## config.mk

```make
export PLATFORM = sky130hd
export DESIGN_NAME = pdm_cic_decimator
export DESIGN_NICKNAME = d
export VERILOG_FILES = /design/src/rtl/pdm_cic_decimator.sv
export SDC_FILE = /design/constraint.sdc
export NUM_CORES = 1
export LEC_CHECK = 0
export CAP_MARGIN = 20
export CORE_ASPECT_RATIO = 1.1
export CORE_MARGIN = 1
export CORE_UTILIZATION = 64
export DETAILED_ROUTE_END_ITERATION = 12
export MAX_ROUTING_LAYER = met4
export PLACE_DENSITY = 0.8
export SLEW_MARGIN = 30
export SYNTH_ARGS = -nofsm -noshare
export SYNTH_HDL_FRONTEND = slang
export SYNTH_SLANG_ARGS = --single-unit
export TNS_END_PERCENT = 1
```

## constraint.sdc

```tcl
create_clock -name clk -period 4.12 [get_ports clk]
set_input_delay 0.824 -clock clk [delete_from_list [all_inputs] [get_ports clk]]
set_output_delay 0.824 -clock clk [all_outputs]
set_load 0.02 [all_outputs]
```

## src/rtl/pdm_cic_decimator.sv

```systemverilog
// pdm_cic_decimator: 1-bit PDM to signed PCM converter.
// Two-flop input synchronizer, three integrators running at the PDM bit rate,
// a single time-shared comb stage sequenced by a small FSM at the decimated
// rate, output scaling with saturation, and a valid/ready sample register
// with a sticky overrun flag.
module pdm_cic_decimator #(
    parameter int DECIM_LOG2 = 8,
    parameter int OUT_W      = 16
) (
    input  logic             clk,
    input  logic             rst_n,
    input  logic             pdm_in,
    input  logic             pdm_ce,
    output logic [OUT_W-1:0] pcm_out,
    output logic             pcm_valid,
    input  logic             pcm_ready,
    output logic             overrun
);

    // Bit growth of a 3rd-order CIC is 3*log2(R); one more bit for the
    // +/-1 input and one for sign headroom.
    localparam int ACC_W = 3 * DECIM_LOG2 + 2;
    localparam int SHIFT = ACC_W - 1 - OUT_W;

    localparam logic signed [ACC_W-1:0] Y_MAX = ACC_W'((1 <<< (OUT_W - 1)) - 1);
    localparam logic signed [ACC_W-1:0] Y_MIN = ~Y_MAX;

    typedef enum logic [2:0] {
        S_IDLE,
        S_C1,
        S_C2,
        S_C3,
        S_OUT
    } state_t;

    state_t                  state_q, state_d;
    logic                    sync1_q, sync2_q;
    logic [ACC_W-1:0]        i1_q, i2_q, i3_q;
    logic [ACC_W-1:0]        i1_d, i2_d, i3_d;
    logic [ACC_W-1:0]        x;
    logic [DECIM_LOG2-1:0]   dec_cnt_q;
    logic [ACC_W-1:0]        cap_q, d1_q, d2_q, d3_q, comb_q;
    logic [1:0]              warm_q;
    logic [OUT_W-1:0]        pcm_out_q;
    logic                    pcm_valid_q, overrun_q;
    logic                    tick;
    logic                    emit;
    logic signed [ACC_W-1:0] y_wide;
    logic [OUT_W-1:0]        y_sat;

    // Density-coded bit: 1 -> +1, 0 -> -1 (all ones in two's complement).
    assign x    = sync2_q ? ACC_W'(1) : '1;
    assign tick = pdm_ce && (dec_cnt_q == '1);
    assign emit = (state_q == S_OUT) && (warm_q == 2'd3);

    // Integrator cascade; each stage adds the previous stage's old value.
    always_comb begin
        i1_d = i1_q + x;
        i2_d = i2_q + i1_q;
        i3_d = i3_q + i2_q;
    end

    // Two-flop synchronizer for the asynchronous pin, free-running.
    // NOTE: every register here uses <= so all flops sample old values on the same edge.
    always_ff @(posedge clk) begin
        if (!rst_n) begin
            sync1_q <= 1'b0;
            sync2_q <= 1'b0;
        end else begin
            sync1_q <= pdm_in;
            sync2_q <= sync1_q;
        end
    end

    // Integrators and decimation counter advance only on PDM enable; wrap is intended.
    always_ff @(posedge clk) begin
        if (!rst_n) begin
            i1_q      <= '0;
            i2_q      <= '0;
            i3_q      <= '0;
            dec_cnt_q <= '0;
        end else if (pdm_ce) begin
            i1_q      <= i1_d;
            i2_q      <= i2_d;
            i3_q      <= i3_d;
            dec_cnt_q <= dec_cnt_q + DECIM_LOG2'(1);
        end
    end

    // Comb sequencer next state: one comb stage per clock after each tick.
    // NOTE: state_d gets a default first so no path through the case infers a latch.
    always_comb begin
        state_d = state_q;
        unique case (state_q)
            S_IDLE:  if (tick) state_d = S_C1;
            S_C1:    state_d = S_C2;
            S_C2:    state_d = S_C3;
            S_C3:    state_d = S_OUT;
            S_OUT:   state_d = S_IDLE;
            default: state_d = S_IDLE;
        endcase
    end

    // Sequencer state register.
    always_ff @(posedge clk) begin
        if (!rst_n) state_q <= S_IDLE;
        else        state_q <= state_d;
    end

    // Capture and shared comb datapath; modular subtraction undoes integrator wrap.
    // NOTE: the comb delay registers are reset too, so the first outputs after reset are deterministic.
    always_ff @(posedge clk) begin
        if (!rst_n) begin
            cap_q  <= '0;
            d1_q   <= '0;
            d2_q   <= '0;
            d3_q   <= '0;
            comb_q <= '0;
        end else begin
            if ((state_q == S_IDLE) && tick) cap_q <= i3_d;
            case (state_q)
                S_C1: begin
                    comb_q <= cap_q - d1_q;
                    d1_q   <= cap_q;
                end
                S_C2: begin
                    comb_q <= comb_q - d2_q;
                    d2_q   <= comb_q;
                end
                S_C3: begin
                    comb_q <= comb_q - d3_q;
                    d3_q   <= comb_q;
                end
                default: ;
            endcase
        end
    end

    assign y_wide = $signed(comb_q) >>> SHIFT;

    // Saturate the scaled comb result into the PCM range (+R^3 lands just above max).
    always_comb begin
        y_sat = y_wide[OUT_W-1:0];
        if (y_wide > Y_MAX)      y_sat = Y_MAX[OUT_W-1:0];
        else if (y_wide < Y_MIN) y_sat = Y_MIN[OUT_W-1:0];
    end

    // Warm-up counting, sample register, valid/ready handshake and sticky overrun.
    always_ff @(posedge clk) begin
        if (!rst_n) begin
            warm_q      <= 2'd0;
            pcm_out_q   <= '0;
            pcm_valid_q <= 1'b0;
            overrun_q   <= 1'b0;
        end else begin
            if ((state_q == S_OUT) && (warm_q != 2'd3)) warm_q <= warm_q + 2'd1;
            if (emit) begin
                pcm_out_q   <= y_sat;
                pcm_valid_q <= 1'b1;
                if (pcm_valid_q && !pcm_ready) overrun_q <= 1'b1;
            end else if (pcm_valid_q && pcm_ready) begin
                pcm_valid_q <= 1'b0;
            end
        end
    end

    assign pcm_out   = pcm_out_q;
    assign pcm_valid = pcm_valid_q;
    assign overrun   = overrun_q;

endmodule

```

# --- Word-level counts from Yosys, hierarchy flattened ---
# Cells that the tools add are included.
# Widths: inputs -> output; s select.
classes:
  n_eq_ne: 8
  n_mux: 8
  reduce_logical: 11
  add_sub_neg: 8
  order_cmp: 2
op_table:
  columns: ["op", "count"]
  rows:
  - ["$add 26x26->26", 3]
  - ["$pmux 26 s3", 1]
  - ["$sub 26x26->26", 3]
  - ["$mux 16", 2]
  - ["$mux 26", 1]
  - ["$gt 17x16->1 const B", 1]
  - ["$lt 17x16->1 const B", 1]
  - ["$pmux 3 s4", 1]
  - ["$add 8x1->8 const B", 1]
  - ["$eq 8x8->1 const B", 1]
  - ["$eq 3x2->1 const B", 2]
  - ["$logic_and 1x1->1", 6]
  - ["$ne 2x2->1 const B", 2]
  - ["$eq 3x1->1 const B", 1]
  - ["$eq 3x3->1 const B", 1]
  - ["$logic_not 3->1", 1]
  - ["$mux 3", 1]
  - ["$reduce_bool 3->1", 1]
  - ["$add 2x1->2 const B", 1]
  - ["$eq 2x2->1 const B", 1]
  - ["$mux 1", 2]
  - ["$reduce_and 2->1", 1]
  - ["$reduce_bool 2->1", 1]
  - ["$logic_not 1->1", 1]
totals:
  elab_cells: 53
  register_bits: 241
  output_inout_bits: 18

# --- Logic depth before layout (Yosys ltp) ---
logic_depth:
  ltp_word: 4
  ltp_mapped: 19

# --- Worst setup path after synthesis ---
# Ideal clock, no wire load.
synth_path:
  path_kind: "register to register"
  startpoint: "register state_q[2]"
  endpoint: "register comb_q[24]"
  setup_ns: 0.095
  path_slack_ns: 0.478
  path_buffers: 3
  synth_period_minus_slack_ns: 3.642
  stages_incl_launch_ff: 20
  required_ns: 4.025
  t_arrival_ns: 3.546
  path_cell_list: "dfxtp_1 clkbuf_1 nor2b_1 clkbuf_1 nand2_1 buf_1 nand2_1 nand2_1 ha_1 inv_1 fa_1 a21oi_1 o2bb2ai_1 o211ai_1 a21o_1 o21a_1 a21oi_1 a221oi_1 xor2_1 a221oi_1"
synth_via:
  elab_chain_cells: 2
synth_lines:
  columns: ["item", "line", "text"]
  rows:
  - ["start: declaration", "36", "state_t state_q, state_d;"]
  - ["start signal: assignment", "107", "else state_q <= state_d;"]
  - ["$eq 3x2->1 / $eq 3x1->1 (equally long branches)", "121", "case (state_q)"]
  - ["$pmux 26 s3 / $reduce_bool 3->1 (equally long branches)", null, null]
  - ["end signal: assignment", "123", "comb_q <= cap_q - d1_q;"]
  - ["end signal: assignment", "127", "comb_q <= comb_q - d2_q;"]
  - ["end signal: assignment", "131", "comb_q <= comb_q - d3_q;"]
  - ["end: declaration", "42", "logic [ACC_W-1:0] cap_q, d1_q, d2_q, d3_q, comb_q;"]
# Parallel ways exist; a longest one is shown, timed or not.
# A chain may end at the register's enable or synchronous reset.

# --- Final worst setup path ---
# Ends and elaborated chain as after synthesis.

==> flow_summary.toml <==
[synthesis]
synth-edff-count = 0
synth-seq-cells = 241
yosysMostFrequentCell = "nand2_1"
synthArstFlopShare = 0
synth_area_sq_mm = 0.0151
netlist.area_leader.share = 0.320
synth_cell_types = 65
yosys.area.top_type = "dfxtp_1"
yosys_most_used_dff = "dfxtp_1"
syn_inst = 1895
avgSynthCellArea_sq_um = 7.96
synth.top_cells.by_area = "dfxtp_1 32%, ha_1 10%, nand2_1 6.8%"
synth_seq_area_share = 0.320
yosys_warnings = 0
synthTopCellsByCount = "273 x nand2_1, 241 x dfxtp_1, 199 x a21oi_1"
syn-num-nets = 2031

[clock_network]
htreeDepth = 1
cts_hold_buf = 0
cts_resized = 0
cts_tree = "built"
post_cts_buffers = 0
cts.sinks = 241
root_buffer = "clkbuf_16"
clockBufferDepth = 3
cts.clk_slew.worst_paths_ps = 60
clk_latency_ps = 540
cts_buffers = 27

[finish]
utilization = 0.717
area_delta_synth_final_pct = 9.41
nFillCells = 1820
multiInputGateArea_sq_mm = 0.00966
seq_area_sq_mm = 0.00482
drive_above_1_share = 0.0414
antenna_cells = 0
layout.nets = 2001

[sta]
maxSlewHeadroom = 0.394
hold_viol = 0
rsz0062_at_grt = "no"
max_freq_ghz = 0.269
tightest_slew_ps = 908
period_share = 0.901
fin_crit_ps = 3710
finalSetupViolCount = 0
maxSlewViolCount = 0
setup_tns_ps = 0
skew_ps = 8.57

[route]
vias = 12977
drc_errors = 0
avgRoutedWirePerCell_um = 15.5
via_per_inst = 5.94
first_pass_iters = 4
drt-total-wl_um = 33800
initialDrtViolationCount = 542
ant_nets = 0

[global_route]
grt_overflow_total = 0
track_usage = 0.287
grt_antenna_before_repair = 0
grt_max_degree = 87
grt_pass1_vias = 12444
grt_first_pass_wirelength_um = 56500

[die]
core_sq_mm = 0.0230
die_x_um = 148
die_h_um = 163
io_pins = 23
start_util = 0.655
die-area_sq_mm = 0.0242
num_rows = 58

[status]
status = "complete, no violations"

[power]
combPwrFrac = 0.304
leakagePower_nw = 7.02
cellPowerDensity_mw_per_mm2 = 473
p_switching_mw = 2.48
intPower_mw = 5.32
seq_power_share = 0.347
p_sw_frac = 0.318
clkPwrFrac = 0.349
worst_ir_drop_vdd_uv = 434

[critical_path]
worstPathRequired_ps = 4560
worstPathMaxFanout = 37
startpoint_type = "flop"
rr_worst_depth = 14
critPathKind = "flop to flop"
end_kind = "flop"
cp.arrival_ps = 4160

[hold_path]
min_path_type = "flop to flop"
hold-path-cell-count = 1

[placed_design]
place_hpwl_um = 23800
io_buffers = 22
finalWeightedCongestion = 0.976

[job]
drv_cap = 0
==> layout make-up <==
class	instances	share of cell area
Multi-Input combinational cell	1492	0.585
Timing Repair Buffer	39	0.0221
Sequential cell	241	0.292
Clock buffer	35	0.0464
Inverter	64	0.0149
Clock inverter	15	0.0159
Tap cell	300	0.0228
==> power groups by stage <==
stage | logic [mW] | clock network (mW) | registers (mW)
4_1_cts | 2.36 | 2.76 | 2.71
3_3_place_gp | 2.28 | 0 | 2.75
6_report | 2.37 | 2.73 | 2.71
5_1_grt | 2.64 | 2.86 | 2.73
3_5_place_dp | 2.34 | 0 | 2.75
2_1_floorplan | 1.97 | 0 | 2.70
==> kinds of logic after synthesis <==
kind of cell / Yosys count / synth area share
AO/OA/AOI/OAI: 500 / 0.209
XOR/XNOR: 106 / 0.0616
adder cells (fa/ha/maj): 146 / 0.121
buffers and inverters: 162 / 0.0403
flip-flops: 241 / 0.320
multiplexers: 80 / 0.0532
AND/OR/NAND/NOR: 660 / 0.195
==> worst paths after layout <==
path,start,to,slack (ps)
worst max-delay path,state_q[2]$_SDFFE_PN0P_,comb_q[24]$_SDFFE_PN0P_,410
worst min-delay path,sync1_q$_SDFF_PN0_,sync2_q$_SDFF_PN0_,450
worst max register to register,state_q[2]$_SDFFE_PN0P_,comb_q[24]$_SDFFE_PN0P_,410
worst min register to register,sync1_q$_SDFF_PN0_,sync2_q$_SDFF_PN0_,450
==> metal layers <==
metal | vias up | routed length (um) | GRT usage | share of wire
met5 | - | 0 | - | 0
met3 | 90 | 1100 | 0.0246 | 0.033
met4 | 0 | 1170 | 0.112 | 0.034
li1 | 6659 | - | - | -
met2 | 224 | 16700 | 0.515 | 0.49
met1 | 6004 | 14900 | 0.329 | 0.44
==> flip-flops by register name, summed over array words and instances (netlist names) <==
register,count
state_q,3
comb_q,26
cap_q,26
sync2_q,1
d3_q,26
i2_q,26
d1_q,26
warm_q,2
d2_q,26
pcm_out,16
i3_q,26
dec_cnt_q,8
overrun,1
i1_q,26
sync1_q,1
pcm_valid,1
==> worst max-delay path, cell delays in order (launching register included) <==
cell and delay, ps:
dfxtp_1 480, nor2b_2 100, nand2_2 300, buf_12 270, mux2i_1 220, ha_1 300, a21oi_1 300, o211ai_1 160
o211ai_1 280, a21o_1 220, o21a_1 160, a21oi_1 100, a221oi_1 330, xor2_1 110, a221oi_1 240
==> stage by stage <==
step / instances / power, mW / setup slack, ps / cell area, sq um / hold slack (ps)
global placement: 2136 / 5.02 / 626 / 15500 / 432
floorplan: 1895 / 4.66 / 478 / 15100 / 412
finish: 2186 / 7.81 / 406 / 16500 / 448
detailed placement: 2136 / 5.09 / 422 / 15500 / 419
CTS: 2186 / 7.82 / 423 / 16500 / 442
global route: 2186 / 8.24 / 155 / 16500 / 471
==> cells in the final DEF, fill, tap and decap left out, types with 15 or more instances in the layout <==
cell	n
maj3_1	15
xnor2_1	59
mux2i_1	79
nand2b_1	18
nor2b_1	15
nor3_1	45
a31oi_1	16
o21ai_1	44
ha_1	126
a21oi_1	199
a211oi_1	27
inv_1	61
o21ai_0	29
clkbuf_16	27
o21a_1	23
buf_4	16
a21o_1	59
nand2_1	272
nand4_1	20
nand3_1	37
xor2_1	47
dfxtp_1	241
clkdlybuf4s50_1	20
nor2_1	185
(Power assumes the default switching activity.)
==> RTL change 1 (same flow settings) <==
Change the parameter `OUT_W` from 16 to 20.
--- a/src/rtl/pdm_cic_decimator.sv
+++ b/src/rtl/pdm_cic_decimator.sv
@@ -7,3 +7,3 @@
     parameter int DECIM_LOG2 = 8,
-    parameter int OUT_W      = 16
+    parameter int OUT_W      = 20
 ) (
Interface: changed (resized pcm_out); port bits go from 23 to 27. No check against the original RTL was run, so the function may have changed too.
==> RTL change 1 against the unedited design <==
Sequential cell count grew 4; synthesized area grew 1.6%; sequential power grew 2%; routed wire length grew 7.7%; clock skew grew 17 ps; critical path depth is the same; final area grew 1.3%; setup slack lost 98 ps; critical path type unchanged; power grew 0.30%; global-route usage grew 2.1 points.
==> RTL change 1: results (changes against the unedited design) <==
| Metric | Value |
|---|---|
| PortBufs | 26 (+18%) |
| Crit path max fanout | 40 (+8.1%) |
| Proportion of power drawn by the clock network | 31.8% (-3.1 points) |
| Post-Place Setup Slack | 335.0 ps (-87.53 ps) |
| CP Launch Point | state_q[2]$_SDFFE_PN0P_ |
| Top_reg_cell synth | dfxtp_1 |
| Clock skew | 25.98 ps (+17.41 ps) |
| Xor and xnor area share after synthesis | 6.115% (-0.042 points) |
| Top post-synthesis cells by count | nand2_1, dfxtp_1, a21oi_1 |
| Total power | 0.007829 W (+0.30%) |
| H-tree levels | 1 (unchanged) |
| Destination of the critical timing path | comb_q[25]$_SDFFE_PN0P_ |
| Clock latency on the worst-skew pair | 550 ps |
| Synthesized-area fraction occupied by adder cells | 11.85% (-0.26 points) |
| First-pass GRT wire length | 60.05 mm (+6.2%) |
| Initial DRC count | 694 (+28%) |
| Fin nets | 2042 (+2.0%) |
| GPL Wtd Cong | 0.9931 (+1.7%) |
| Peak Freq | 0.2624 GHz (-2.6%) |
| Fillers | 1915 (+5.2%) |
| Routed wire length | 36.43 mm (+7.7%) |
| Gate power share | 33.0% (+2.6 points) |
| Via-to-Cell Ratio | 6.028 (+1.5%) |
| Fraction of registers with async set/reset | 0% (unchanged) |
| Yosys cell types | 72 (+11%) |
| Worst IR drop on VDD | 0.5377 mV (+24%) |
| Gr usage total | 30.77% (+2.1 points) |
| # Post-CTS Setup Buffers | 0 (unchanged) |
| Critical path data arrival time | 4210 ps (+50 ps) |
| Pre-antenna DRT Iters | 5 (+1) |
| Hpwl dp | 26.14 mm (+10%) |
| Largest net degree at the start of global routing | 90 (+3.4%) |
| Worst path max stage delay | 500 ps (+20 ps) |
| Max_slew headroom | 41.44% (+2.0 points) |
| Top cells by area, synth | dfxtp_1, ha_1, nand2_1 |
| Worst r2r path cells | 14 (unchanged) |
| Routed via count | 13455 (+3.7%) |
| Outcome | completed |
| Syn Inst Count | 1934 (+2.1%) |
| Area after DPL | 15770 µm² (+2.0%) |
| Share of cells above drive strength 1 | 4.774% (+0.64 points) |
| CTS Buf Count | 27 (unchanged) |
| Clk slew on worst S/H paths | 60 ps (about the same) |
| Mux share of post-synthesis cell area | 5.160% (-0.16 points) |
| Lkg Pwr | 7.105 nW (+1.3%) |
| Compound-gate portion of the synthesized area | 21.89% (+0.98 points) |
| Placed insts | 2182 (+2.2%) |
| Sw Ratio | 32.97% (+1.2 points) |
| Sequential-to-total area share from yosys stat | 32.01% (about the same) |
| Root Buffer | clkbuf_16 |
| Syn nets | 2070 (+1.9%) |
| Reg-to-reg slack, setup | 310 ps (-100 ps) |
==> RTL change 1: cell count changes after synthesis, sizes merged, moves of 7 or more <==
cell	unedited run	this run
nor2	188	195
and4	11	4
xnor2	59	76
xor2	47	31
nand2	273	284
o21ai	73	85
a211oi	27	36
==> RTL change 1: layer usage <==
layer  wire, µm  track usage [%]  up-vias
met4       1704            14.70        0
met5          0                -        -
li1           -                -     6809
met2      18080            54.71      331
met1      15210            34.51     6221
met3       1434            2.778       94
==> RTL change 1: worst min-delay path by stage <==
stage	start	end	slack [ps]	cells after the start
6_report	d1_q[10]$_SDFFE_PN0P_	d1_q[10]$_SDFFE_PN0P_	450	2
5_1_grt	d1_q[7]$_SDFFE_PN0P_	d1_q[7]$_SDFFE_PN0P_	470	2
4_1_cts	cap_q[11]$_SDFFE_PN0P_	d1_q[11]$_SDFFE_PN0P_	450	2
3_5_place_dp	d1_q[17]$_SDFFE_PN0P_	d1_q[17]$_SDFFE_PN0P_	450	2
3_3_place_gp	d3_q[24]$_SDFFE_PN0P_	d3_q[24]$_SDFFE_PN0P_	440	2
2_1_floorplan	sync1_q$_SDFF_PN0_	sync2_q$_SDFF_PN0_	410	1
==> RTL change 1: area by class of cell <==
class,instances,area [µm²],share of cell area (%)
timing repair buffer,45,436.7,2.613
clock inverter,12,138.9,0.8312
clock buffer,38,787.0,4.710
sequential,245,4905,29.35
tap,305,381.6,2.284
inverter,64,245.2,1.468
multi-input combinational,1523,9814,58.74
==> RTL change 1: cell families (layout without fill, tap and decap cells) <==
| family | after synthesis | in the layout |
|---|---|---|
| AOI/OAI and AO/OA | 522 | 522 |
| muxes | 79 | 79 |
| and+or+nand+nor | 670 | 670 |
| xor gates and xnor gates | 107 | 107 |
| DFF | 245 | 245 |
| adders and majority gates | 145 | 145 |
| buffers and inverters | 166 | 159 |
==> RTL change 2 (config.mk and constraints unchanged) <==
Made on the original files. The 5 states of `state_t` get a one-hot encoding in 5 bits.
--- a/src/rtl/pdm_cic_decimator.sv
+++ b/src/rtl/pdm_cic_decimator.sv
@@ -27,8 +27,8 @@
 
-    typedef enum logic [2:0] {
-        S_IDLE,
-        S_C1,
-        S_C2,
-        S_C3,
-        S_OUT
+    typedef enum logic [4:0] {
+        S_IDLE = 5'b00001,
+        S_C1   = 5'b00010,
+        S_C2   = 5'b00100,
+        S_C3   = 5'b01000,
+        S_OUT  = 5'b10000
     } state_t;
Behaviour: no difference found for any inputs over 10 cycles, from zero or initial values and one cycle with rst_n low; not proved beyond that.
==> RTL change 2 against the unedited design <==
Routed wire length shrank 0.56%; power shrank 3.6%; sequential cell count grew 2; setup slack lost 71 ps; synthesized area shrank 0.74%; final area shrank 0.78%; hold slack gained 5.7 ps; global-route usage grew 0.58 points.
==> RTL change 2: results (changes against the unedited design) <==
| Metric | Value |
|---|---|
| Outcome | completed |
| GPL Wtd Cong | 0.9160 (-6.2%) |
| Worst r2r path cells | 15 (+1) |
| Sw Ratio | 32.43% (+0.61 points) |
| Pre-antenna DRT Iters | 5 (+1) |
| First-pass GRT wire length | 57.07 mm (+0.96%) |
| WL met3 | 1.236 mm (+12%) |
| Top post-synthesis cells by count | nand2_1, dfxtp_1, a21oi_1 |
| Multi-input combinational area share | 58.25% (-0.29 points) |
| Vias in the first global route | 12441 (-0.024%) |
| Hpwl dp | 23.58 mm (-0.77%) |
| Non-CTS inverters | 69 (+7.8%) |
| Critical path data arrival time | 4230 ps (+70 ps) |
| Sequential-to-total area share from yosys stat | 32.51% (+0.51 points) |
| Yosys cell types | 71 (+9.2%) |
| CP Launch Point | state_q[1]$_SDFFE_PN0P_ |
| Initial DRC count | 678 (+25%) |
| Root Buffer | clkbuf_16 |
| Met2 WL | 16.54 mm (-0.70%) |
| Fin nets | 1992 (-0.45%) |
| Area after DPL | 15460 µm² (about the same) |
| Seq/total area | 29.72% (+0.47 points) |
| Clock skew | 12.21 ps (+3.642 ps) |
| Worst IR drop on VDD | 0.5592 mV (+29%) |
| CTS Buf Count | 26 (-3.7%) |
| Placed insts | 2128 (-0.37%) |
| Fillers | 1821 (+0.055%) |
| Share of cells above drive strength 1 | 5.117% (+0.98 points) |
| Top cells by area, synth | dfxtp_1, ha_1, a21oi_1 |
| Worst path max stage delay | 530 ps (+50 ps) |
| Compound-gate portion of the synthesized area | 22.26% (+1.3 points) |
| Met3 global-route usage | 2.913% (+0.45 points) |
| Metal-1 WL | 14.86 mm (-0.20%) |
| Signal buffers | 45 (+15%) |
| Gate power share | 31.5% (+1.1 points) |
| Largest net degree at the start of global routing | 92 (+5.7%) |
| Gr usage total | 29.27% (+0.58 points) |
| Area of the multi-input gates | 9534 µm² (-1.3%) |
| Post-Place Setup Slack | 213.7 ps (-208.8 ps) |
| #MultiIn Comb | 1471 (-1.4%) |
| GRT met2 Usage | 52.29% (+0.82 points) |
| Reg-to-reg slack, setup | 340 ps (-70 ps) |
| Lkg Pwr | 6.957 nW (-0.84%) |
| Crit path max fanout | 33 (-11%) |
| Via-to-Cell Ratio | 5.912 (-0.42%) |
| Syn_area_per_cell | 8.007 µm² (+0.64%) |
| Xor and xnor area share after synthesis | 6.379% (+0.22 points) |
| Signal buf overhead | 2.584% (+0.37 points) |
| CTS Sinks | 243 (+0.83%) |
| # clk buffers | 36 (+2.9%) |
| HP Start | d3_q[19]$_SDFFE_PN0P_ |
| Syn Inst Count | 1869 (-1.4%) |
| Mux share of post-synthesis cell area | 5.292% (-0.027 points) |
| Reg2reg end | comb_q[25]$_SDFFE_PN0P_ |
## RTL change 2: logic make-up after synthesis
logic type / after synthesis
DFF: 243
xor gates and xnor gates: 109
adders and majority gates: 131
muxes: 79
and+or+nand+nor: 625
AOI/OAI and AO/OA: 527
buffers and inverters: 155
## RTL change 2: timing repair
item | 4_1_cts | 5_1_grt
resized for setup | 0 | 2
endpoints found under the hold margin | 0 | 0
setup endpoints to repair | 0 | 3
## RTL change 2: worst min path at each step
stage / endpoint / slack, ps / cells after the start
5_1_grt: d2_q[19]$_SDFFE_PN0P_ / 470 / 2
3_3_place_gp: d3_q[12]$_SDFFE_PN0P_ / 440 / 2
2_1_floorplan: sync2_q$_SDFF_PN0_ / 410 / 1
3_5_place_dp: d3_q[2]$_SDFFE_PN0P_ / 450 / 2
6_report: d3_q[19]$_SDFFE_PN0P_ / 450 / 2
4_1_cts: d3_q[2]$_SDFFE_PN0P_ / 450 / 2
